File: src/rtl/fifo_read_ctrl.sv
// Read-side controller for the FIFO storage array: issues read strobes from the
// write side's occupancy count and buffers returned words in a 2-entry skid buffer.
module fifo_read_ctrl #(
  parameter int DATA_WIDTH = 8,
  parameter int DEPTH      = 32,
  parameter int PTR_WIDTH  = 6
) (
  input  logic                     clk,
  input  logic                     rst_n,
  input  logic [PTR_WIDTH-1:0]     count,
  output logic                     rd,
  output logic [$clog2(DEPTH)-1:0] rd_addr,
  input  logic [DATA_WIDTH-1:0]    rd_data,
  output logic                     m_valid,
  input  logic                     m_ready,
  output logic [DATA_WIDTH-1:0]    m_data,
  output logic                     drained
);

  localparam int AW = $clog2(DEPTH);

  typedef enum logic [1:0] {
    BUF_EMPTY = 2'd0,
    BUF_ONE   = 2'd1,
    BUF_TWO   = 2'd2
  } buf_state_e;

  buf_state_e            buf_cnt_q, buf_cnt_d;
  logic [AW-1:0]         rd_addr_q, rd_addr_d;
  logic                  inflight_q, inflight_d;
  logic [DATA_WIDTH-1:0] head_q, head_d;
  logic [DATA_WIDTH-1:0] tail_q, tail_d;

  logic       pop;
  logic       push;
  logic [2:0] occ;

  assign pop  = m_valid & m_ready;
  assign push = inflight_q;
  // Occupancy the buffer will have after this cycle, counting the word still in flight.
  assign occ  = {1'b0, buf_cnt_q} + {2'b00, inflight_q} - {2'b00, pop};

  // State register
  always_ff @(posedge clk) begin
    if (!rst_n) begin
      buf_cnt_q  <= BUF_EMPTY;
      rd_addr_q  <= '0;
      inflight_q <= 1'b0;
      // NOTE: data registers are reset too so m_data reads 0 out of reset.
      head_q     <= '0;
      tail_q     <= '0;
    end else begin
      buf_cnt_q  <= buf_cnt_d;
      rd_addr_q  <= rd_addr_d;
      inflight_q <= inflight_d;
      head_q     <= head_d;
      tail_q     <= tail_d;
    end
  end

  // Next-state logic
  always_comb begin
    // NOTE: every comb output gets a default first so no path infers a latch.
    buf_cnt_d = buf_cnt_q;
    unique case (buf_cnt_q)
      BUF_EMPTY: if (push) buf_cnt_d = BUF_ONE;
      BUF_ONE: begin
        if (push && !pop)      buf_cnt_d = BUF_TWO;
        else if (!push && pop) buf_cnt_d = BUF_EMPTY;
      end
      BUF_TWO:   if (pop && !push) buf_cnt_d = BUF_ONE;
      default:   buf_cnt_d = BUF_EMPTY;
    endcase
  end

  // Datapath: head always holds the oldest word, tail the younger one.
  always_comb begin
    head_d     = head_q;
    tail_d     = tail_q;
    rd_addr_d  = rd ? rd_addr_q + AW'(1) : rd_addr_q;
    inflight_d = rd;
    unique case (buf_cnt_q)
      BUF_EMPTY: if (push) head_d = rd_data;
      BUF_ONE: begin
        if (push && pop) head_d = rd_data;
        else if (push)   tail_d = rd_data;
      end
      BUF_TWO: begin
        if (pop) begin
          head_d = tail_q;
          if (push) tail_d = rd_data;
        end
      end
      default: ;
    endcase
  end

  // Outputs; rd is held off while reset is asserted so no strobe escapes during reset.
  always_comb begin
    m_valid = (buf_cnt_q != BUF_EMPTY);
    rd      = rst_n & (count != '0) & (occ < 3'd2);
    drained = (count == '0) & ~inflight_q & (buf_cnt_q == BUF_EMPTY);
  end

  assign rd_addr = rd_addr_q;
  assign m_data  = head_q;

endmodule

File: config.mk
export PLATFORM = sky130hd
export DESIGN_NAME = fifo_read_ctrl
export DESIGN_NICKNAME = d
export VERILOG_FILES = /design/src/rtl/fifo_read_ctrl.sv
export SDC_FILE = /design/constraint.sdc
export NUM_CORES = 1
export LEC_CHECK = 0
export BUFFER_PORTS_ARGS = -buffer_cell sky130_fd_sc_hd__buf_2
export CORE_MARGIN = 1
export CORE_UTILIZATION = 50
export DETAILED_ROUTE_END_ITERATION = 12
export PLACE_DENSITY = 0.77
export SKIP_CTS_REPAIR_TIMING = 1
export SYNTH_ARGS = -nofsm -noshare
export SYNTH_HDL_FRONTEND = slang
export SYNTH_SLANG_ARGS = --single-unit
File: constraint.sdc
create_clock -name clk -period 3.5 [get_ports clk]
set_input_delay 0.7 -clock clk [delete_from_list [all_inputs] [get_ports clk]]
set_output_delay 0.7 -clock clk [all_outputs]
set_load 0.01 [all_outputs]
# Word-level counts from Yosys, hierarchy flattened
# Index checks and enable logic that the tools add are counted.
# W data, S select, Z words.
[word_totals]
in_bits = 17
elab_cells = 50
output_inout_bits = 16
register_bits = 24
[classes]
addsub = 3
bitwise = 6
n_lt_le_gt_ge = 1
n_mux = 13
n_eq_ne = 8
reduce_logical = 14
[ops]
columns = ["operator", "n"]
rows = [
  ["$mux W8", 6],
  ["$pmux W8 S3", 1],
  ["$pmux W8 S2", 1],
  ["$ne A2 B2 Y1 const B", 5],
  ["$mux W2", 4],
  ["$logic_not A6 Y1", 1],
  ["$pmux W2 S3", 1],
  ["$reduce_and A3 Y1", 2],
  ["$reduce_bool A6 Y1", 1],
  ["$add A5 B1 Y5 const B", 1],
  ["$and A1 B1 Y1", 5],
  ["$reduce_and A4 Y1", 1],
  ["$reduce_bool A2 Y1", 2],
  ["$add A2 B1 Y3", 1],
  ["$logic_and A1 B1 Y1", 3],
  ["$lt A3 B2 Y1 const B", 1],
  ["$ne A3 B3 Y1 const B", 1],
  ["$reduce_bool A3 Y1", 1],
  ["$sub A3 B1 Y3", 1],
  ["$eq A2 B1 Y1 const B", 1],
  ["$eq A2 B2 Y1 const B", 1],
  ["$logic_not A1 Y1", 2],
  ["$logic_not A2 Y1", 1],
  ["$not A1 Y1", 1],
]

# Depth between registers and ports, before layout
# Gate-level depths: netlist of run 1.
[logic_depth]
word_depth = 6
mapped_depth = 10
depth_no_buf = 9

# Worst setup path before layout of run 1
# Ideal clock, no wire load.
[synth_timing]
kind = "flip-flop to output port"
from = "register buf_cnt_q[1]"
to = "output rd"
stages_incl_launch_ff = 9
t_required_ns = 2.800
n_path_buf = 1
arrival_ns = 2.197
setup_slack_ns = 0.603
cell_sequence = "dfxtp_1 buf_2 or2_2 nand2_1 ha_1 nand2b_1 fa_1 nand2_1 a211oi_4"
[synth_via]
elab_chain_len = 5
word_cells_on_any_way = 6
classes_between = "2 x add/sub; 1 x order compare; 2 x bitwise; 1 x reduce/logical"
[synth_lines]
columns = ["element", "line", "source"]
rows = [
  ["start: declaration", "28", "buf_state_e buf_cnt_q, buf_cnt_d;"],
  ["start signal: assignment", "53", "buf_cnt_q <= buf_cnt_d;"],
  ["$reduce_bool A2 Y1", "100", "m_valid = (buf_cnt_q != BUF_EMPTY);"],
  ["via m_valid", "14", "output logic m_valid,"],
  ["$and A1 B1 Y1", "38", "assign pop = m_valid & m_ready;"],
  ["$sub A3 B1 Y3", "41", "assign occ = {1'b0, buf_cnt_q} + {2'b00, inflight_q} - {2'b00, pop};"],
  ["$lt A3 B2 Y1", "101", "rd = rst_n & (count != '0) & (occ < 3'd2);"],
  ["$and A1 B1 Y1", "101", ""],
  ["end: declaration", "11", "output logic rd,"],
]
# The timed path passes the listed nets, and every way through them passes these cells.

# Final worst setup path of run 1
[layout_timing]
from = "register buf_cnt_q[0]"
to = "output rd"
[layout_via]
elab_chain_len = 5
word_cells_on_any_way = 6
classes_between = "2 x add/sub; 1 x order compare; 2 x bitwise; 1 x reduce/logical"
[layout_lines]
columns = ["element", "line"]
rows = [
  ["parallel branches: the longest is 2 deep, another holds $add A2 B1 Y3", "--"],
  ["$sub A3 B1 Y3 (*)", "41"],
  ["$lt A3 B2 Y1 (*)", "101"],
  ["$and A1 B1 Y1 (*)", "101"],
]
# Every way passes the cells marked *.

==> results of run 1 <==
## cells by family (layout without fill, tap and decap cells)
group / Yosys count / after routing / share of synthesized area [%]
AND/OR/NAND/NOR: 42 / 42 / 20.1
AO/OA/AOI/OAI: 15 / 15 / 13.4
adder cells (fa/ha/maj): 3 / 3 / 3.86
XOR/XNOR: 2 / 2 / 1.50
buffers and inverters: 5 / 37 / 1.93
flip-flops: 24 / 24 / 41.2
multiplexers: 21 / 21 / 18.0
## worst max-delay path, cell delays in order (launching register included)
cell and delay (ps):
dfxtp_1 410, or2_2 360, nand2_1 90, ha_1 250
nand2b_1 170, fa_1 380, xor2_1 190, a211oi_4 270
buf_2 180
## flip-flops by register name (all words and copies together) (netlist names)
| name | flops |
|---|---|
| rd_addr | 5 |
| m_data | 8 |
| inflight_q | 1 |
| tail_q | 8 |
| buf_cnt_q | 2 |
## metrics by stage
stage,utilization [%],instances,instance area [sq um]
3_5_place_dp,60.9,168,1350
2_1_floorplan,-,112,1170
4_1_cts,61.9,171,1370
6_report,62.2,172,1380
3_3_place_gp,60.9,168,1350
5_1_grt,62.2,172,1380
## cell type report
class                   instances  share of cell area [%]
well taps                      28                    2.55
clock buffers                   3                    1.64
flip-flops and latches         24                    34.9
multi-input cells              83                    48.2
repair buffers                 34                    12.7
## cells in the mapped netlist (2+ instances only)
cell / number / area, sq um
nand2_1: 15 / 56.3
and2_1: 3 / 18.8
xor2_1: 2 / 17.5
buf_2: 3 / 15.0
dfxtp_1: 24 / 480
nor2b_1: 11 / 68.8
nand2b_1: 2 / 12.5
ha_1: 2 / 25.0
clkbuf_1: 2 / 7.51
mux2i_1: 21 / 210
nor2_1: 2 / 7.51
o211a_1: 8 / 80.1
nand4_1: 2 / 12.5
## report_power, final
group | total [mW] | switching [mW] | internal [mW] | leakage (nW)
combinational | 0.400 | 0.210 | 0.190 | 0.571
clock | 0.117 | 0.0768 | 0.0402 | 0.0138
sequential | 0.401 | 0.0562 | 0.345 | 0.196
total | 0.919 | 0.343 | 0.576 | 0.781
## routing by layer
metal  global-route usage, %  share of wire (%)  vias to the layer above
li1                        -                  -                      460
met1                    22.7                 45                      425
met2                    30.9                 49                       18
met3                    4.55                3.8                        4
met4                    9.72                2.2                        0
met5                       0                  0                        -
## worst min path at each step
stage | to | slack (ps) | cells past startpoint
final | rd_addr[4] | 470 | 1
after global placement | rd_addr[4] | 440 | 1
after floorplan | rd_addr[4] | 480 | 1
after global routing | rd_addr[4] | 480 | 1
after CTS | rd_addr[4] | 470 | 1
after detailed placement | rd_addr[4] | 450 | 1
==> flow_summary.toml, run 1 <==
[status]
outcome = "complete, no violations"

[synth]
synth.distinct_cells = 28
synthFlopType = "dfxtp_1"
synth_area_sq_um = 1170
ys_warn_count = 0
synth_nets = 132
ys_seq_elements = 24
synth_edf_count = 0
syn_inst = 112
async_flop_share_pct = 0
ys_seq_area_share_pct = 41.2
avgSynthCellArea_sq_um = 10.4

[detailed_routing]
routed_wl_um = 2120
vias_per_cell = 5.27
drtIter0Drc = 4
vias = 907
firstDrtPassIters = 4
antenna_left = 0
drc_errors = 0
wire_per_inst_um = 12.3

[clock_tree]
cts_buffer_depth = 2
numClockSinks = 24
numCtsBuffers = 3
worstSkewPairLatency_ps = 310
htreeDepth = 1
cts_root_buf = "clkbuf_4"
cts_tree = "built"
path_clk_slew_ps = 120

[sta]
fin_tns_setup_ps = 0
setup-violations-final = 0
hold_viol_final = 0
slew_violations = 0
period_needed_ps = 3300
finalCritPeriodShare_pct = 94.3
rsz0062_at_grt = "false"
setup_slack_ps = 201
max_slew_margin_pct = 57.6
holdWs_ps = 467
tightest_slew_ps = 633
fin_worst_skew_ps = 7.59
fmax_mhz = 303

[final_layout]
nNetsFinal = 166
antenna_cells = 0
multi_input_area_sq_um = 663
ff_latch_area_sq_um = 480
nFillCells = 192
synthToLayoutAreaGrowth_pct = 18.0
layout_commonest_cell = "buf_2"
layout-drive-gt1-share_pct = 29.2
mostFrequentLayoutCells = "32 x buf_2, 24 x dfxtp_1, 21 x mux2i_1, 15 x nand2_1, 11 x nor2b_1"

[min_path]
hp-class = "reg -> reg"
min_from = "rd_addr[4]"

[power_and_ir_drop]
power-per-cell-area_nw_per_um2 = 668
p_leak_nw = 0.781
total_power_mw = 0.919
irDropWorstVdd_mv = 0.493

[floorplanning]
fp.dieW_um = 50.3
die_y_um = 50.3
core_sq_um = 2210
start_util_pct = 52.7
ios = 33
rows = 17
die-area_sq_um = 2530

[worst_setup_path]
crit_end = "rd"
ff2ff_path_depth = 10
r2r_slack_ps = 850
r2r-end = "rd_addr[4]"
setup.worst_path.start_class = "flop"
crit_type = "reg -> out"
crit_required_ps = 2800
endpoint_kind = "output port"
r2r-start = "buf_cnt_q[0]"
crit_fanout = 9
crit_arrival_ps = 2600
crit_start = "buf_cnt_q[0]"

[global_routing]
grt_overflow = 0
antenna_found_initial = 0
grt_pass1_vias = 827
grtUsageTotal_pct = 18.8
grt_max_degree = 25
grt_pass1_wl_um = 3540

[placed_design]
dp_hpwl_um = 1560
port_buffers = 32
pre_cts_slack_ps = 258
gp_congestion = 0.768

[run]
maxCapViolations = 0
Note: power is estimated with default switching activity, not from simulation.
==> inputs of run 2 (changes only) <==
--- a/config.mk
+++ b/config.mk
@@ -7,9 +7,9 @@
 export LEC_CHECK = 0
 export BUFFER_PORTS_ARGS = -buffer_cell sky130_fd_sc_hd__buf_2
 export CORE_MARGIN = 1
-export CORE_UTILIZATION = 50
+export CORE_UTILIZATION = 44
 export DETAILED_ROUTE_END_ITERATION = 12
-export PLACE_DENSITY = 0.77
+export PLACE_DENSITY = 0.69
 export SKIP_CTS_REPAIR_TIMING = 1
 export SYNTH_ARGS = -nofsm -noshare
 export SYNTH_HDL_FRONTEND = slang
==> run 2 against run 1 <==
Net effect:
- clock skew down 6.1 ps
- critical path depth is the same
- sequential cell count is the same
- highest routed layer unchanged
- clock power rose by 22%
- largest cell class unchanged
- combinational power is essentially flat
- via count rose by 0.55%
- die area is 13% higher
- clock-buffer cell count is 1 higher
- sequential share of layout area fell by 0.41 points
- first-iteration DRC count grew to 2.5 times the previous value
- total power is 2.9% higher
- largest power group unchanged
==> flow_summary.toml, run 2 (synthesized netlist as in run 1, its figures left out) <==
[status]
outcome = "complete, no violations"

[worst_setup_path]
crit_arrival_ps = 2570
crit_type = "reg -> out"
endpoint_kind = "output port"
slowest_stage = "dfxtp_1"
r2r_slack_ps = 880
path_cells = "or2_2 -> nand2_1 -> ha_1 -> nand2b_1 -> fa_1 -> xor2_1 -> a211oi_4 -> buf_2"
crit_required_ps = 2800
cpPeakStageDelay_ps = 400
crit_fanout = 9
setup.worst_path.start_class = "flop"

[floorplanning]
start_util_pct = 46.6
fp.dieW_um = 53.5
ios = 33
die_y_um = 53.5
core_sq_um = 2500
die-area_sq_um = 2860
rows = 18

[placed_design]
gp_congestion = 0.765
pre_cts_slack_ps = 248
dp_hpwl_um = 1570
port_buffers = 32
dp_cells = 170

[global_routing]
grt_overflow = 0
grt_pass1_vias = 803
antenna_found_initial = 0
busiest_layer = "met2"
met2_usage_pct = 27.5
grtUsageMet3_pct = 3.74
grtUsageTotal_pct = 16.1
grt_pass1_wl_um = 3260
met1_usage_pct = 18.5
grt_max_degree = 25

[final_layout]
layout_commonest_cell = "buf_2"
antenna_cells = 0
mostFrequentLayoutCells = "32 x buf_2, 24 x dfxtp_1, 21 x mux2i_1, 15 x nand2_1, 11 x nor2b_1"
layout.cells.non_filler = 175
nFillCells = 226
synthToLayoutAreaGrowth_pct = 19.4
nNetsFinal = 166
layout-drive-gt1-share_pct = 29.7

[detailed_routing]
wire_per_inst_um = 12.3
vias = 912
routed_wl_um = 2150
firstDrtPassIters = 4
vias_per_cell = 5.21
antenna_left = 0
drtIter0Drc = 10
drc_errors = 0

[clock_tree]
numCtsBuffers = 3
cts_tree = "built"
cts_buffer_depth = 2
numClockSinks = 24
cts_root_buf = "clkbuf_4"
path_clk_slew_ps = 130
htreeDepth = 1
worstSkewPairLatency_ps = 310

[sta]
rsz0062_at_grt = "false"
hold_viol_final = 0
holdWs_ps = 470
tightest_slew_ps = 683
fin_worst_skew_ps = 1.52
max_slew_margin_pct = 54.2
setup_slack_ps = 233
fin_tns_setup_ps = 0
setup-violations-final = 0
fmax_mhz = 306
finalCritPeriodShare_pct = 93.3
slew_violations = 0
period_needed_ps = 3270

[min_path]
hp-class = "reg -> reg"

[power_and_ir_drop]
p_seq_share_pct = 42.4
power.switching_mw = 0.347
combPwrFrac_pct = 42.5
power-per-cell-area_nw_per_um2 = 679
intPower_mw = 0.598
clock_power_share_pct = 15.2
swShare_pct = 36.7
p_leak_nw = 0.789
irDropWorstVdd_mv = 0.407

[run]
maxCapViolations = 0
## run 2: changes by cell type in the layout (fill, tap and decap cells not counted)
cell and delta:
clkbuf_8 +1
## run 2: final cells by class
class / count / area (sq um) / share of cell area (%)
Clock buffer: 4 / 36.3 / 2.61
Timing Repair Buffer: 34 / 175 / 12.6
Sequential cell: 24 / 480 / 34.5
Multi-Input combinational cell: 83 / 663 / 47.6
Tap cell: 30 / 37.5 / 2.70
## run 2: routing by layer
layer  vias up  share of wire, %
li1        460                 -
met1       432                45
met2        16                50
met3         4               3.6
met4         0               1.2
met5         -                 0
## run 2: worst paths after layout
path                            cells after the start         start    endpoint
worst max-delay path                                8  buf_cnt_q[0]          rd
worst min-delay path                                1    rd_addr[4]  rd_addr[4]
worst max register to register                     10  buf_cnt_q[0]  rd_addr[4]
worst min register to register                      1    rd_addr[4]  rd_addr[4]
## run 2: per-stage QoR
step / power, mW / util (%) / instance area, sq um
2_1_floorplan: 0.682 / - / 1170
3_3_place_gp: 0.788 / 54.0 / 1350
3_5_place_dp: 0.803 / 54.0 / 1350
4_1_cts: 0.947 / 55.4 / 1390
5_1_grt: 1.01 / 55.7 / 1390
6_report: 0.945 / 55.7 / 1390
## run 2: critical path: cells and delay by family, from the launching register on
family / cells / cell delay, ps
simple gates: 3 / 620
fa+ha+maj: 2 / 620
flops: 1 / 400
compound gates: 1 / 260
xor+xnor: 1 / 190
buf+inv: 1 / 170
## run 2: power groups by stage
stage	Combinational (mW)	Clock [mW]	Sequential, mW
3_5_place_dp	0.395	0	0.408
4_1_cts	0.396	0.149	0.402
3_3_place_gp	0.384	0	0.403
5_1_grt	0.439	0.162	0.410
6_report	0.401	0.143	0.401
2_1_floorplan	0.256	0	0.425
==> inputs of run 3 (changes only) <==
--- a/config.mk
+++ b/config.mk
@@ -10,6 +10,7 @@
 export CORE_UTILIZATION = 44
 export DETAILED_ROUTE_END_ITERATION = 12
 export PLACE_DENSITY = 0.69
+export RECOVER_POWER = 25
 export SKIP_CTS_REPAIR_TIMING = 1
 export SYNTH_ARGS = -nofsm -noshare
 export SYNTH_HDL_FRONTEND = slang
==> run 3 against run 2 <==
Net effect:
- the run now ends with max-capacitance violations left
- sequential power barely moved
- wire length fell by 0.89%
- cell count did not move
- global-route usage did not move
- hold slack barely moved
- largest power group unchanged
- via count fell by 0.44%
==> flow_summary.toml, run 3 (synthesized netlist as in run 1, its figures left out) <==
[min_path]
hold_end = "rd_addr[4]"
hp-class = "reg -> reg"
min_path_cells = 1
min_from = "rd_addr[4]"

[worst_setup_path]
crit_required_ps = 2800
path_delay_family = "simple AND/OR/NAND/NOR gates"
ff2ff_path_depth = 10
path_cells = "or2_2 -> nand2_1 -> ha_1 -> nand2b_1 -> fa_1 -> xor2_1 -> a211oi_4 -> buf_2"
endpoint_kind = "output port"
r2r-end = "rd_addr[4]"
cp_num_buf_inv = 1
crit_fanout = 9
r2r_slack_ps = 890
setup.worst_path.start_class = "flop"
crit_type = "reg -> out"
cpPeakStageDelay_ps = 400
r2r-start = "buf_cnt_q[0]"
slowest_stage = "dfxtp_1"
crit_arrival_ps = 2560

[detailed_routing]
firstDrtPassIters = 4
met1_length_um = 960
antenna_left = 0
top_layer = "met4"
routed_wl_um = 2130
route.met2.wl_um = 1050
drc_errors = 0
wl_met3_um = 85
vias_per_cell = 5.19
vias = 908
wire_per_inst_um = 12.2
drtIter0Drc = 10

[sta]
holdWs_ps = 470
hold_viol_final = 0
fin_worst_skew_ps = 1.81
max_slew_margin_pct = 1.07
tightest_slew_ps = 1470
rsz0062_at_grt = "false"
setup-violations-final = 0
fin_tns_setup_ps = 0
fmax_mhz = 307
period_needed_ps = 3260
slew_violations = 0
finalCritPeriodShare_pct = 93.2

[final_layout]
final_area_sq_um = 1370
nFillCells = 232
mostFrequentLayoutCells = "26 x buf_2, 24 x dfxtp_1, 21 x mux2i_1, 15 x nand2_1, 11 x nor2b_1"
synthToLayoutAreaGrowth_pct = 17.8
layout_commonest_cell = "buf_2"
layout-drive-gt1-share_pct = 24.8
nNetsFinal = 166
antenna_cells = 0

[status]
outcome = "complete, but fails checks"
violations = "max-capacitance violations"

[floorplanning]
core_sq_um = 2500
die_y_um = 53.5
start_util_pct = 46.6
rows = 18
die-area_sq_um = 2860
fp.dieW_um = 53.5
ios = 33

[global_routing]
grt_max_degree = 25
grtUsageTotal_pct = 16.1
antenna_found_initial = 0
grt_overflow = 0
grt_pass1_wl_um = 3260
grt_pass1_vias = 803

[placed_design]
place_area_sq_um = 1350
gp_congestion = 0.765
port_buffers = 32
dp_hpwl_um = 1570

[power_and_ir_drop]
p_leak_nw = 0.765
power-per-cell-area_nw_per_um2 = 678
irDropWorstVdd_mv = 0.418

[run]
maxCapViolations = 1

[clock_tree]
cts_tree = "built"
cts_root_buf = "clkbuf_4"
cts_buffer_depth = 2
htreeDepth = 1
numClockSinks = 24
worstSkewPairLatency_ps = 310
numCtsBuffers = 3
path_clk_slew_ps = 130
## run 3: cell types whose count changed in the layout (fill, tap and decap cells not counted), sizes merged
cell,change
clkbuf,+6
buf,-6
## run 3: worst max-delay path by stage
stage          depth (start not counted)  slack (ps)  endpoint         start
2_1_floorplan                          8         600        rd  buf_cnt_q[1]
5_1_grt                                8         120        rd  buf_cnt_q[0]
3_3_place_gp                           8         320        rd       m_ready
3_5_place_dp                           8         250        rd       m_ready
4_1_cts                                8          60        rd  buf_cnt_q[0]
6_report                               8         240        rd  buf_cnt_q[0]
## run 3: where the power goes
group          internal [mW]  leakage (nW)  switching [mW]
registers              0.345         0.196          0.0528
logic                  0.180         0.548           0.209
clock network         0.0635        0.0210          0.0798
total                  0.589         0.765           0.342
## run 3: per-layer routing
layer	GRT usage (%)	up-vias
met1	18.5	427
met2	27.5	16
met4	7.89	0
met5	0	-
li1	-	461
met3	3.74	4
## run 3: worst register-to-register path, delay by kind of cell, from the launching register on
kind,cells,cell delay (ps)
buffers and inverters,1,170
flip-flops,1,400
AO/OA/AOI/OAI,1,250
XOR/XNOR,1,190
AND/OR/NAND/NOR,4,740
multiplexers,1,140
adder cells (fa/ha/maj),2,620
## run 3: cell type report
cell class	instances	area, sq um	area share [%]
tap	30	37.5	2.73
multi-input combinational	83	652	47.4
timing repair buffer	34	168	12.2
clock buffer	4	36.3	2.64
sequential	24	480	35.0
## run 3: metrics by stage
stage / cells / utilization, % / power, mW / worst slack (ps)
5_1_grt: 175 / 55.0 / 0.997 / 122
6_report: 175 / 55.0 / 0.931 / 239
2_1_floorplan: 112 / - / 0.682 / 603
4_1_cts: 174 / 55.4 / 0.947 / 58.8
3_3_place_gp: 170 / 54.0 / 0.788 / 319
3_5_place_dp: 170 / 54.0 / 0.803 / 248
